`src/rtl/axis_rr_arbiter_4to1.sv`:
```
// Round-robin 4:1 AXI-Stream arbiter: observes valid/ready handshakes and drives a registered mux select.
// Optional burst lock via AXIS_ARB_BURST_LOCK_EN: hold each grant for up to BURST_LEN transfers.
module axis_rr_arbiter_4to1 #(
    parameter int unsigned BURST_LEN = 4
) (
    input  logic       clk,
    input  logic       rst_n,
    input  logic       valid_0,
    input  logic       valid_1,
    input  logic       valid_2,
    input  logic       valid_3,
    input  logic       ready,
    output logic [1:0] sel,
    output logic [3:0] grant,
    output logic       busy
);

    localparam int unsigned N_REQ = 4;
    localparam int unsigned IDX_W = 2;
    localparam int unsigned CNT_W = 8;

    typedef enum logic {
        S_IDLE  = 1'b0,
        S_GRANT = 1'b1
    } state_t;

    if (BURST_LEN < 1 || BURST_LEN > 255) begin : g_bad_burst_len
        $error("axis_rr_arbiter_4to1: BURST_LEN must be in 1..255");
    end

    state_t             state_q, state_d;
    logic [IDX_W-1:0]   sel_q, sel_d;
    logic [IDX_W-1:0]   ptr_q, ptr_d;
    logic [N_REQ-1:0]   grant_q, grant_d;
    logic               busy_q, busy_d;
`ifdef AXIS_ARB_BURST_LOCK_EN
    logic [CNT_W-1:0]   cnt_q, cnt_d;
    logic [CNT_W-1:0]   cnt_inc;
`endif

    logic [N_REQ-1:0]   valid_vec;
    logic [IDX_W:0]     pick_idle;
    logic [IDX_W:0]     pick_rel;
    logic               xfer;
    logic               last_beat;
    logic               rel;

    assign valid_vec = {valid_3, valid_2, valid_1, valid_0};

    // First asserted valid scanning upward from p+1 with wrap; returns {found, index}.
    function automatic logic [IDX_W:0] rr_pick(input logic [N_REQ-1:0] v, input logic [IDX_W-1:0] p);
        logic [IDX_W:0]   r;
        logic [IDX_W-1:0] idx;
        r = '0;
        for (int d = N_REQ; d >= 1; d--) begin
            idx = p + IDX_W'(d);
            if (v[idx]) begin
                r = {1'b1, idx};
            end
        end
        return r;
    endfunction

    function automatic logic [N_REQ-1:0] onehot(input logic [IDX_W-1:0] idx);
        return N_REQ'(1) << idx;
    endfunction

    // Next-state and registered-output computation.
    always_comb begin
        state_d   = state_q;
        sel_d     = sel_q;
        ptr_d     = ptr_q;
        grant_d   = grant_q;
        busy_d    = busy_q;
`ifdef AXIS_ARB_BURST_LOCK_EN
        cnt_d     = cnt_q;
        cnt_inc   = (cnt_q == {CNT_W{1'b1}}) ? cnt_q : cnt_q + CNT_W'(1);
        last_beat = (cnt_inc == CNT_W'(BURST_LEN));
`else
        last_beat = 1'b1;
`endif
        pick_idle = rr_pick(valid_vec, ptr_q);
        pick_rel  = rr_pick(valid_vec, sel_q);
        xfer      = valid_vec[sel_q] & ready;
        rel       = ~valid_vec[sel_q] | (xfer & last_beat);

        case (state_q)
            S_IDLE: begin
                if (pick_idle[IDX_W]) begin
                    state_d = S_GRANT;
                    sel_d   = pick_idle[IDX_W-1:0];
                    ptr_d   = pick_idle[IDX_W-1:0];
                    grant_d = onehot(pick_idle[IDX_W-1:0]);
                    busy_d  = 1'b1;
`ifdef AXIS_ARB_BURST_LOCK_EN
                    cnt_d   = '0;
`endif
                end
            end
            S_GRANT: begin
                if (rel) begin
                    ptr_d = sel_q;
`ifdef AXIS_ARB_BURST_LOCK_EN
                    cnt_d = '0;
`endif
                    if (pick_rel[IDX_W]) begin
                        sel_d   = pick_rel[IDX_W-1:0];
                        ptr_d   = pick_rel[IDX_W-1:0];
                        grant_d = onehot(pick_rel[IDX_W-1:0]);
                    end else begin
                        state_d = S_IDLE;
                        grant_d = '0;
                        busy_d  = 1'b0;
                    end
                end
`ifdef AXIS_ARB_BURST_LOCK_EN
                else if (xfer) begin
                    cnt_d = cnt_inc;
                end
`endif
            end
            default: begin
                state_d = S_IDLE;
                grant_d = '0;
                busy_d  = 1'b0;
            end
        endcase
    end

    // State register with synchronous active-low reset; ptr=3 gives index 0 first priority.
    always_ff @(posedge clk) begin
        if (!rst_n) begin
            state_q <= S_IDLE;
            sel_q   <= '0;
            ptr_q   <= IDX_W'(3);
            grant_q <= '0;
            busy_q  <= 1'b0;
`ifdef AXIS_ARB_BURST_LOCK_EN
            cnt_q   <= '0;
`endif
        end else begin
            state_q <= state_d;
            sel_q   <= sel_d;
            ptr_q   <= ptr_d;
            grant_q <= grant_d;
            busy_q  <= busy_d;
`ifdef AXIS_ARB_BURST_LOCK_EN
            cnt_q   <= cnt_d;
`endif
        end
    end

    assign sel   = sel_q;
    assign grant = grant_q;
    assign busy  = busy_q;

endmodule

```
`config.mk`:
```
export PLATFORM = sky130hd
export DESIGN_NAME = axis_rr_arbiter_4to1
export DESIGN_NICKNAME = d
export VERILOG_FILES = /design/src/rtl/axis_rr_arbiter_4to1.sv
export SDC_FILE = /design/constraint.sdc
export NUM_CORES = 1
export LEC_CHECK = 0
export CAP_MARGIN = 20
export CORE_UTILIZATION = 39
export CTS_CLUSTER_SIZE = 30
export DETAILED_ROUTE_END_ITERATION = 7
export DONT_BUFFER_PORTS = 1
export GPL_ROUTABILITY_DRIVEN = 0
export MAX_ROUTING_LAYER = met4
export PLACE_DENSITY = 0.55
export RECOVER_POWER = 50
export SETUP_SLACK_MARGIN = 0.05
export SYNTH_ARGS = -nofsm -noshare
export SYNTH_HDL_FRONTEND = slang
export SYNTH_SLANG_ARGS = --single-unit
```
`constraint.sdc`:
```
create_clock -name clk -period 1.7 [get_ports clk]
set_clock_uncertainty 0.1 [all_clocks]
set_input_delay 0.17 -clock clk [delete_from_list [all_inputs] [get_ports clk]]
set_output_delay 0.17 -clock clk [all_outputs]
set_load 0.005 [all_outputs]
```
==> results by group, run 1 <==
Run status
  • Outcome: finished with violations
  • Failing checks: hold timing, setup timing

Clocking
  • Clock transition at path regs: 0.06 ns
  • # clock sinks: 10
  • Number of hold buffers added after cts: 2
  • Root buf cell: clkbuf_4
  • H-tree lvl count: 1
  • CTS tree: built
  • Clock Tree Buf Depth: 2
  • Clk_lat worst skew: 0.27 ns
  • CTS Buf Count: 3

Critical path
  • Worst Setup Start Kind: register
  • CP Data Required Time: 1.80 ns
  • WS Path Type: register to register
  • Critical path peak fanout: 5
  • Crit path capture type: register
  • Worst path arrival time: 1.84 ns
  • R2r setup slk: -0.03 ns

Global routing
  • Initial antenna violation count: 0
  • All-Layer GR Usage: 0.2066
  • Met1 GRT Util: 0.2228
  • Met2 usage: 0.3262
  • First-pass GRT wire length: 2663 um
  • GRT met3 Usage: 0.09483
  • Gr busiest metal: met2
  • Total gr overflow: 0
  • Vias in the first global route: 619
  • Largest net degree at the start of global routing: 11

Pwr
  • P_sw: 212.3 uW
  • Design Power: 708.6 uW
  • Peak supply drop: 0.5853 mV
  • Part of the power in the clock network: 0.308
  • Seq pwr share: 0.408
  • P per Cell Area: 894.6 nW/um2
  • Leak pwr: 0.0002970 uW
  • Sw Share: 0.2996
  • Comb power frac: 0.284
  • Internal power: 496.3 uW

Yosys
  • FFs w/ async S/R, synth: 0
  • Avg Cell Area, Syn: 8.657 um2
  • Post-synthesis cell count: 74
  • Post-synthesis simple-gate area fraction: 0.3164
  • Synth warnings: 0
  • Seq/Total Area, Yosys: 0.3125
  • Largest family of logic cells by synthesized area: simple AND/OR/NAND/NOR gates
  • Post-Syn Area: 640.6 um2
  • Synth unique cells: 35
  • Post-synthesis compound-gate area fraction: 0.2949
  • Post-synth EDFFs: 0
  • Synth Flop Type: dfxtp_1
  • Synth Area in XOR/XNOR: 0
  • Post-Synth Adder-Cell Area: 0
  • Mapped Nets: 81
  • Post-synthesis mux area share: 0.03516
  • Synth Register Bits: 10

Layout
  • Layout cell share with drive strength beyond 1: 0.3140
  • Area Growth Syn to Fin: 23.63%
  • Fin cells: 102
  • Diode count: 0
  • Fin util: 0.5197
  • Final net count: 94

Place
  • Port bufs: 0
  • Place WS: -0.07021 ns
  • Placed Cells incl. Taps: 93
  • Dpl hpwl: 1247 um

Route
  • WL/cell: 16.71 um
  • WL final: 1704 um
  • Via Count: 635
  • Post-route ant nets: 0
  • DR iter-0 viols: 7
  • First-pass DRT Iterations: 4
  • Number of remaining DRC errors: 0
  • DR vias/cell: 6.225

Job
  • Number of max-cap violations: 0

Die
  • Core Region: 1524 um2
  • Starting density of the core: 0.4204
  • Die area: 1809 um2
  • Die span in x: 42.53 um
  • Die height: 42.53 um
  • IO Pins: 14
  • Site row count: 14

Timing
  • Final Max Slew Viols: 0
  • Slew HR: 0.5805
  • Endpoints failing setup: 2
  • Worst hold slack: -0.1147 ns
  • FMAX: 0.5766 GHz
  • Final min period: 1.734 ns
  • Fin. Hold Viols: 8
  • Worst Max-Slew Pin Slew: 0.6244 ns
  • RSZ-0062 raised after global routing: yes
  • Period utilization: 1.020
  • Final WS setup: -0.03439 ns

Min path
  • Hold Crit Class: input pin to register
==> cell usage in the layout, fill, tap and decap left out, types with 2 or more instances in the layout <==
cell type	netlist	routed
clkbuf_4	0	3
o21ai_1	4	3
or2b_1	2	2
a31oi_1	2	2
nor2_2	2	2
nand2_1	4	4
dfxtp_1	10	8
or3_1	4	3
buf_4	1	7
inv_1	2	2
nand3_1	3	3
nor3_1	4	4
nand2b_1	5	5
dlygate4sd3_1	0	2
nand4_1	3	3
a21boi_2	1	2
a21oi_1	5	4
==> sequential cells by signal, summed over array words and instances (netlist names) <==
signal,cells
busy,1
grant,4
ptr_q,2
sel,2
state_q,1
==> final timing paths <==
check,startpoint,end,depth (start not counted)
setup / recovery,sel[0],sel[1],5
hold reg to reg,grant[0],grant[0],2
hold / removal,rst_n,ptr_q[1],1
setup reg to reg,sel[0],sel[1],5
==> synth_stat cells, types with 2 or more instances <==
cell | count | area [um2]
dfxtp_1 | 10 | 200.2
a31oi_1 | 2 | 12.51
nand3_1 | 3 | 15.01
o21ai_1 | 4 | 20.02
nand2_1 | 4 | 15.01
a21boi_1 | 2 | 15.01
nand4_1 | 3 | 18.77
or3_1 | 4 | 25.02
nor2_2 | 2 | 12.51
or2_1 | 2 | 12.51
or2b_1 | 2 | 15.01
nor3_1 | 4 | 20.02
a21oi_1 | 5 | 25.02
nand2b_1 | 5 | 31.28
inv_1 | 2 | 7.510
==> area by class of cell <==
class | instances | area, um2
fillers | 145 | 732.0
multi-input cells | 60 | 439.2
flip-flops and latches | 10 | 205.2
repair buffers | 10 | 83.83
clock buffers | 4 | 36.28
well taps | 16 | 20.02
inverters | 2 | 7.507
==> critical path, stage by stage (launching register included) <==
cell and delay, ns:
dfxtp_4 0.37, mux4_2 0.53, a21oi_4 0.19, nor2_2 0.07, a311o_1 0.30, a21boi_2 0.12
==> timing repair <==
action / in CTS / in global routing
endpoints found under the setup margin: 7 / 9
cloned: 0 / 0
resized for setup: 2 / 6
buffers inserted: 0 / 3
pin swaps: 3 / 4
endpoints found under the hold margin: 10 / 8
==> per-layer routing <==
layer | vias to the layer above | part of all wire
met5 | - | 0
met1 | 311 | 0.42
met4 | 0 | 0.0059
li1 | 308 | -
met3 | 2 | 0.053
met2 | 14 | 0.52
==> logic make-up after synthesis <==
group,Yosys count
flip-flops,10
AND/OR/NAND/NOR,34
AO/OA/AOI/OAI,25
buffers and inverters,4
multiplexers,1
==> per-stage QoR <==
step	cell area [um2]	hold slack, ns	TNS (ns)
global placement	683.2	0.1548	-0.01204
CTS	745.7	-0.1055	-0.05258
floorplan	644.4	0.2293	0
global route	792.0	-0.1357	-0.4153
detailed placement	683.2	0.1590	-0.1232
finish	792.0	-0.1147	-0.03955
==> power groups by stage <==
stage	sequential, uW	combinational (uW)	clock (uW)
2_1_floorplan	288	132	0
3_3_place_gp	292	169	0
3_5_place_dp	294	170	0
4_1_cts	289	180	222
5_1_grt	294	219	237
6_report	289	201	218
(Power assumes the default switching activity.)
==> inputs of run 2 (changes only) <==
--- a/config.mk
+++ b/config.mk
@@ -5,6 +5,7 @@
 export SDC_FILE = /design/constraint.sdc
 export NUM_CORES = 1
 export LEC_CHECK = 0
+export ABC_AREA = 1
 export CAP_MARGIN = 20
 export CORE_UTILIZATION = 39
 export CTS_CLUSTER_SIZE = 30
@@ -12,7 +13,7 @@
 export DONT_BUFFER_PORTS = 1
 export GPL_ROUTABILITY_DRIVEN = 0
 export MAX_ROUTING_LAYER = met4
-export PLACE_DENSITY = 0.55
+export PLACE_DENSITY = 0.53
 export RECOVER_POWER = 50
 export SETUP_SLACK_MARGIN = 0.05
 export SYNTH_ARGS = -nofsm -noshare
==> constraint.sdc (replaced) <==
create_clock -name clk -period 1.8 [get_ports clk]
set_clock_uncertainty 0.1 [all_clocks]
set_input_delay 0.18 -clock clk [delete_from_list [all_inputs] [get_ports clk]]
set_output_delay 0.18 -clock clk [all_outputs]
set_load 0.005 [all_outputs]
==> results by group, run 2 <==
Run status
  • Outcome: finished with violations
  • Failing checks: hold timing

Layout
  • Most common cell after layout, fill and taps aside: nand2_1
  • Max reg flops: 4 (unchanged)
  • Fin util: 0.5340 (+0.01433)
  • Final net count: 175 (+86%)
  • Area Growth Syn to Fin: 25.99%
  • Diode count: 0 (unchanged)
  • Commonest non-fill, non-tap cells in the layout: nand2_1, inv_1, nand3_1
  • Layout cell share with drive strength beyond 1: 0.2651 (-0.04889)

Global routing
  • All-Layer GR Usage: 0.1864 (-0.02017)
  • Initial antenna violation count: 0 (unchanged)
  • Total gr overflow: 0 (unchanged)
  • Vias in the first global route: 778 (+26%)
  • First-pass GRT wire length: 3429 um (+29%)
  • Largest net degree at the start of global routing: 12 (+1)

Yosys
  • Post-synth EDFFs: 0 (unchanged)
  • Post-synthesis compound-gate area fraction: 0.1168 (-0.1781)
  • Most common cell in the netlist: nand2_1
  • Avg Cell Area, Syn: 5.529 um2 (-36%)
  • Post-Syn Area: 857.1 um2 (+34%)
  • Synth Area in XOR/XNOR: 0.02044 (+0.02044)
  • Synth Flop Type: dfxtp_1
  • FFs w/ async S/R, synth: 0 (unchanged)
  • Mapped Nets: 162 (+100%)
  • Synth top area share: 0.2715 (-0.04097)
  • Top cells by count, synth: nand2_1, inv_1, nand3_1, dfxtp_1, nor2_1
  • Seq/Total Area, Yosys: 0.2336 (-0.07892)
  • Largest family of logic cells by synthesized area: simple AND/OR/NAND/NOR gates
  • Post-synthesis simple-gate area fraction: 0.4803 (+0.1639)
  • Post-synthesis mux area share: 0 (-0.03516)
  • Synth area leaders: nand2_1, dfxtp_1, nand3_1, inv_1, a21oi_1
  • Cell taking the most area after synthesis: nand2_1
  • Post-Synth Adder-Cell Area: 0 (unchanged)
  • Post-synthesis cell count: 155 (+110%)
  • Synth warnings: 0 (unchanged)
  • Synth Register Bits: 10 (unchanged)
  • Synth unique cells: 19 (-46%)

Die
  • Die area: 2389 um2 (+32%)
  • Starting density of the core: 0.4239 (+0.003525)
  • Site row count: 16 (+2)
  • Core Region: 2022 um2 (+33%)
  • Die span in x: 48.88 um (+15%)
  • Die height: 48.88 um (+15%)
  • IO Pins: 14 (unchanged)

Timing
  • Endpoints failing setup: 0 (-2)
  • Fin. Hold Viols: 2 (-6)
  • FMAX: 0.5958 GHz (+3.3%)
  • Worst Max-Slew Pin Slew: 0.2751 ns (-0.3493 ns)
  • Period utilization: 0.9325 (-0.08774)
  • RSZ-0062 raised after global routing: yes
  • Final min period: 1.678 ns (-0.05592 ns)
  • Setup TNS: 0 ns (+0.03955 ns)
  • Slew HR: 0.8164 (+0.2359)
  • Worst hold slack: -0.005480 ns (+0.1092 ns)
  • Final Max Slew Viols: 0 (unchanged)

Clocking
  • Clk_lat worst skew: 0.27 ns (about the same)
  • CTS Buf Count: 3 (unchanged)
  • Root buf cell: clkbuf_4
  • Clock transition at path regs: 0.07 ns (about the same)
  • CTS tree: built
  • H-tree lvl count: 1 (unchanged)
  • Clock Tree Buf Depth: 2 (unchanged)
  • # clock sinks: 10 (unchanged)

Pwr
  • Sw Share: 0.5307 (+0.2311)
  • Comb power frac: 0.728 (+0.444)
  • Leak pwr: 0.0005888 uW (+98%)
  • Peak supply drop: 0.9891 mV (+69%)
  • P per Cell Area: 1992 nW/um2 (+120%)
  • Seq pwr share: 0.202 (-0.206)
  • Internal power: 1009 uW (+100%)
  • P_sw: 1141 uW (+440%)
  • Part of the power in the clock network: 0.070 (-0.238)

Route
  • DR vias/cell: 4.964 (-20%)
  • First-pass DRT Iterations: 4 (unchanged)
  • Via Count: 958 (+51%)
  • WL final: 2174 um (+28%)
  • WL/cell: 11.26 um (-33%)
  • Number of remaining DRC errors: 0 (unchanged)
  • DR iter-0 viols: 28 (+21)
  • Post-route ant nets: 0 (unchanged)

Critical path
  • Crit path capture type: register
  • WS Path Type: register to register
  • Worst Setup Start Kind: register
  • CP Data Required Time: 1.87 ns (+0.07 ns)
  • Worst path arrival time: 1.75 ns (-0.09 ns)
  • Critical path peak fanout: 6 (+1)

Place
  • Dpl hpwl: 1623 um (+30%)
  • Port bufs: 0 (unchanged)

Min path
  • Hold Crit Class: input pin to register

Job
  • Number of max-cap violations: 0 (unchanged)
run 2: final timing paths:
path                                 end  slack [ns]  startpoint  cells after the start
worst max register to register  grant[3]        0.12    ptr_q[0]                     13
worst min register to register      busy        0.43        busy                      2
worst max-delay path            grant[3]        0.12    ptr_q[0]                     13
worst min-delay path            grant[1]      -0.005       rst_n                      4
run 2: per-layer routing:
metal / wire length, um / global-route usage
met5: 0 / -
met4: 55 / 0.1127
met3: 136 / 0.02492
met2: 997 / 0.2870
met1: 985 / 0.2306
run 2: critical path, cell delays in order (launching register included):
cell and delay, ns:
dfxtp_2 0.34, buf_6 0.14, nand2_4 0.05, o21ai_2 0.06
nor2_1 0.10, nand2_1 0.10, nor2_4 0.18, inv_2 0.07
nand2_4 0.10, nand2_8 0.08, o21ai_2 0.13, inv_1 0.05
nand2_1 0.05, inv_1 0.03
run 2: through the flow:
stage | setup slack, ns | std cells | hold WS (ns) | power (uW) | instance area, um2
2_1_floorplan | 0.1693 | 155 | 0.1642 | 1443 | 857.1
3_3_place_gp | 0.08982 | 186 | 0.1989 | 1726 | 913.4
3_5_place_dp | 0.06288 | 186 | 0.1815 | 1721 | 913.4
4_1_cts | 0.05294 | 190 | 0.005923 | 1884 | 945.9
5_1_grt | -0.02757 | 193 | 0.007434 | 2392 | 1080
6_report | 0.1215 | 193 | -0.005480 | 2151 | 1080
run 2: cells by family (layout without fill, tap and decap cells):
family	count (synthesis)	in the layout
DFF	10	10
xor gates and xnor gates	2	2
buffers and inverters	29	39
and+or+nand+nor	96	97
AOI/OAI and AO/OA	18	18
run 2: cell type report:
cell class / instances / area (um2)
Fill cell: 201 / 942.2
Multi-Input combinational cell: 117 / 636.9
Sequential cell: 10 / 203.9
Inverter: 26 / 97.59
Timing Repair Buffer: 10 / 85.08
Tap cell: 27 / 33.78
Clock buffer: 3 / 22.52
run 2: power groups by stage:
stage / Clock (uW) / Sequential, uW / Combinational (uW)
3_3_place_gp: 0 / 412 / 1310
4_1_cts: 154 / 411 / 1320
6_report: 151 / 434 / 1570
2_1_floorplan: 0 / 395 / 1050
5_1_grt: 171 / 451 / 1770
3_5_place_dp: 0 / 416 / 1300
run 2: what timing repair did:
| item | 4_1_cts | 5_1_grt |
|---|---|---|
| hold buffers | 1 | 0 |
| buffers inserted | 0 | 2 |
| gates resized for setup | 1 | 34 |
| pin swaps | 0 | 9 |
| hold endpoints to repair | 5 | 0 |
| endpoints found under the setup margin | 3 | 8 |
| cloned | 0 | 1 |
==> inputs of run 3 (changes only) <==
--- a/config.mk
+++ b/config.mk
@@ -15,6 +15,7 @@
 export MAX_ROUTING_LAYER = met4
 export PLACE_DENSITY = 0.53
 export RECOVER_POWER = 50
+export REMOVE_ABC_BUFFERS = 1
 export SETUP_SLACK_MARGIN = 0.05
 export SYNTH_ARGS = -nofsm -noshare
 export SYNTH_HDL_FRONTEND = slang
==> results by group, run 3 (same netlist as run 2, synthesis figures left out) <==
Route
  • WL/cell: 11.72 um (+4.0%)
  • First-pass DRT Iterations: 4 (unchanged)
  • Number of remaining DRC errors: 0 (unchanged)
  • Via Count: 1003 (+4.7%)
  • WL final: 2285 um (+5.1%)
  • Post-route ant nets: 0 (unchanged)
  • DR vias/cell: 5.144 (+3.6%)
  • DR iter-0 viols: 27 (-3.6%)

Layout
  • Commonest non-fill, non-tap cells in the layout: nand2_1, inv_1, nand3_1
  • Fin cells: 195 (+1.0%)
  • FILL cells: 219 (+9.0%)
  • Final net count: 176 (+0.57%)
  • Diode count: 0 (unchanged)
  • Fin util: 0.5390 (+0.004950)
  • Max reg flops: 4 (unchanged)
  • Most common cell after layout, fill and taps aside: nand2_1
  • Layout cell share with drive strength beyond 1: 0.2321 (-0.03292)
  • Area Growth Syn to Fin: 27.15%

Clocking
  • Clk_lat worst skew: 0.28 ns (about the same)
  • Clock Tree Buf Depth: 2 (unchanged)
  • Clock transition at path regs: 0.07 ns (about the same)
  • CTS Buf Count: 3 (unchanged)
  • CTS tree: built
  • H-tree lvl count: 1 (unchanged)
  • Root buf cell: clkbuf_4
  • # clock sinks: 10 (unchanged)

Timing
  • Fin. Hold Viols: 2 (unchanged)
  • Final Max Slew Viols: 0 (unchanged)
  • RSZ-0062 raised after global routing: yes
  • Endpoints failing setup: 0 (unchanged)
  • Slew HR: 0.7984 (-0.01798)
  • Final WS setup: 0.03178 ns (-0.08975 ns)
  • Period utilization: 0.9823 (+0.04986)
  • Worst Max-Slew Pin Slew: 0.3021 ns (+0.02694 ns)
  • FMAX: 0.5655 GHz (-5.1%)
  • Worst hold slack: -0.02393 ns (-0.01845 ns)
  • Final min period: 1.768 ns (+0.08975 ns)

Run status
  • Outcome: finished with violations
  • Failing checks: hold timing

Die
  • IO Pins: 14 (unchanged)
  • Starting density of the core: 0.4239 (unchanged)
  • Die height: 48.88 um (unchanged)
  • Core Region: 2022 um2 (unchanged)
  • Site row count: 16 (unchanged)
  • Die area: 2389 um2 (unchanged)
  • Die span in x: 48.88 um (unchanged)

Place
  • Placed Cells incl. Taps: 185 (-0.54%)
  • Port bufs: 0 (unchanged)
  • Dpl hpwl: 1607 um (-1.0%)
  • Place WS: -0.03249 ns (-0.09536 ns)

Min path
  • Hold path cells: 4 (unchanged)
  • Hold Crit Class: input pin to register
  • Hold Path Origin: rst_n
  • Hold endpoint: grant[3]

Job
  • Number of max-cap violations: 0 (unchanged)

Global routing
  • Largest net degree at the start of global routing: 13 (+1)
  • Total gr overflow: 0 (unchanged)
  • Initial antenna violation count: 0 (unchanged)
  • All-Layer GR Usage: 0.1914 (+0.004968)
  • Vias in the first global route: 838 (+7.7%)
  • First-pass GRT wire length: 3512 um (+2.4%)

Critical path
  • Crit Reg-Reg Startpoint: ptr_q[0]
  • Crit path capture type: register
  • R2r setup slk: 0.03 ns (-0.09 ns)
  • WS Path Type: register to register
  • Critical path peak fanout: 12 (+6)
  • Worst Setup Start Kind: register
  • Worst Reg-to-Reg Cells: 12 (-1)
  • CP Data Required Time: 1.87 ns (about the same)
  • R2r endpoint: grant[2]
  • Worst path arrival time: 1.84 ns (+0.09 ns)

Pwr
  • P per Cell Area: 2035 nW/um2 (+2.2%)
  • Leak pwr: 0.0006078 uW (+3.2%)
  • Peak supply drop: 0.8871 mV (-10%)
run 3: cell types whose count changed in the layout (fill, tap and decap cells not counted), moves of 2 or more:
cell	delta
buf_12	+2
nand2_1	+7
nand2_2	-8
o21ai_1	+2
o21ai_4	-2
run 3: timing repair:
| action | 4_1_cts | 5_1_grt |
|---|---|---|
| resized for setup | 4 | 25 |
| buffers inserted | 0 | 5 |
| hold endpoints to repair | 5 | 0 |
| endpoints found under the setup margin | 7 | 8 |
| hold buffers | 1 | 0 |
| pin swaps | 0 | 7 |
run 3: area by class of cell:
class	instances	area, um2	area share
tap	27	33.78	0.03100
inverter	26	100.1	0.09185
sequential	10	203.9	0.1871
timing repair buffer	12	121.4	0.1114
multi-input combinational	116	594.3	0.5453
clock buffer	4	36.28	0.03329
run 3: routing by layer:
metal	track usage	part of all wire	up-vias
met1	0.2410	0.46	449
li1	-	-	511
met5	-	0	-
met4	0.07353	0.016	0
met2	0.2986	0.47	38
met3	0.04050	0.059	5
run 3: worst max-delay path, cell delays in order (launching register included):
cell	delay, ns
dfxtp_2	0.33
buf_12	0.14
nand2_4	0.06
o21ai_2	0.06
nor2_1	0.11
nand2_1	0.11
nor2_4	0.20
inv_2	0.07
nand2_4	0.09
nand2_8	0.08
buf_6	0.15
o21ai_2	0.10
a21oi_1	0.05
run 3: worst max-delay path by stage:
stage / startpoint / endpoint / slack (ns) / cells past startpoint
finish: ptr_q[0] / grant[2] / 0.03 / 12
global route: ptr_q[0] / grant[2] / -0.07 / 12
global placement: ptr_q[0] / grant[2] / -0.007 / 11
floorplan: ptr_q[0] / grant[1] / 0.12 / 11
CTS: ptr_q[0] / grant[1] / 0.05 / 12
detailed placement: ptr_q[0] / grant[2] / -0.03 / 11
run 3: stage by stage:
stage	power, uW	TNS, ns	instance area (um2)
after floorplan	1387	0	827.0
after global placement	1761	-0.007461	930.9
after detailed placement	1769	-0.03249	930.9
after CTS	2002	0	982.2
after global routing	2453	-0.4047	1090
final	2218	0	1090
run 3: power by group:
part	internal, uW	switching [uW]	total, uW
registers	324	102	426
logic	626	954	1580
clock network	123	88.9	212
total	1070	1140	2220
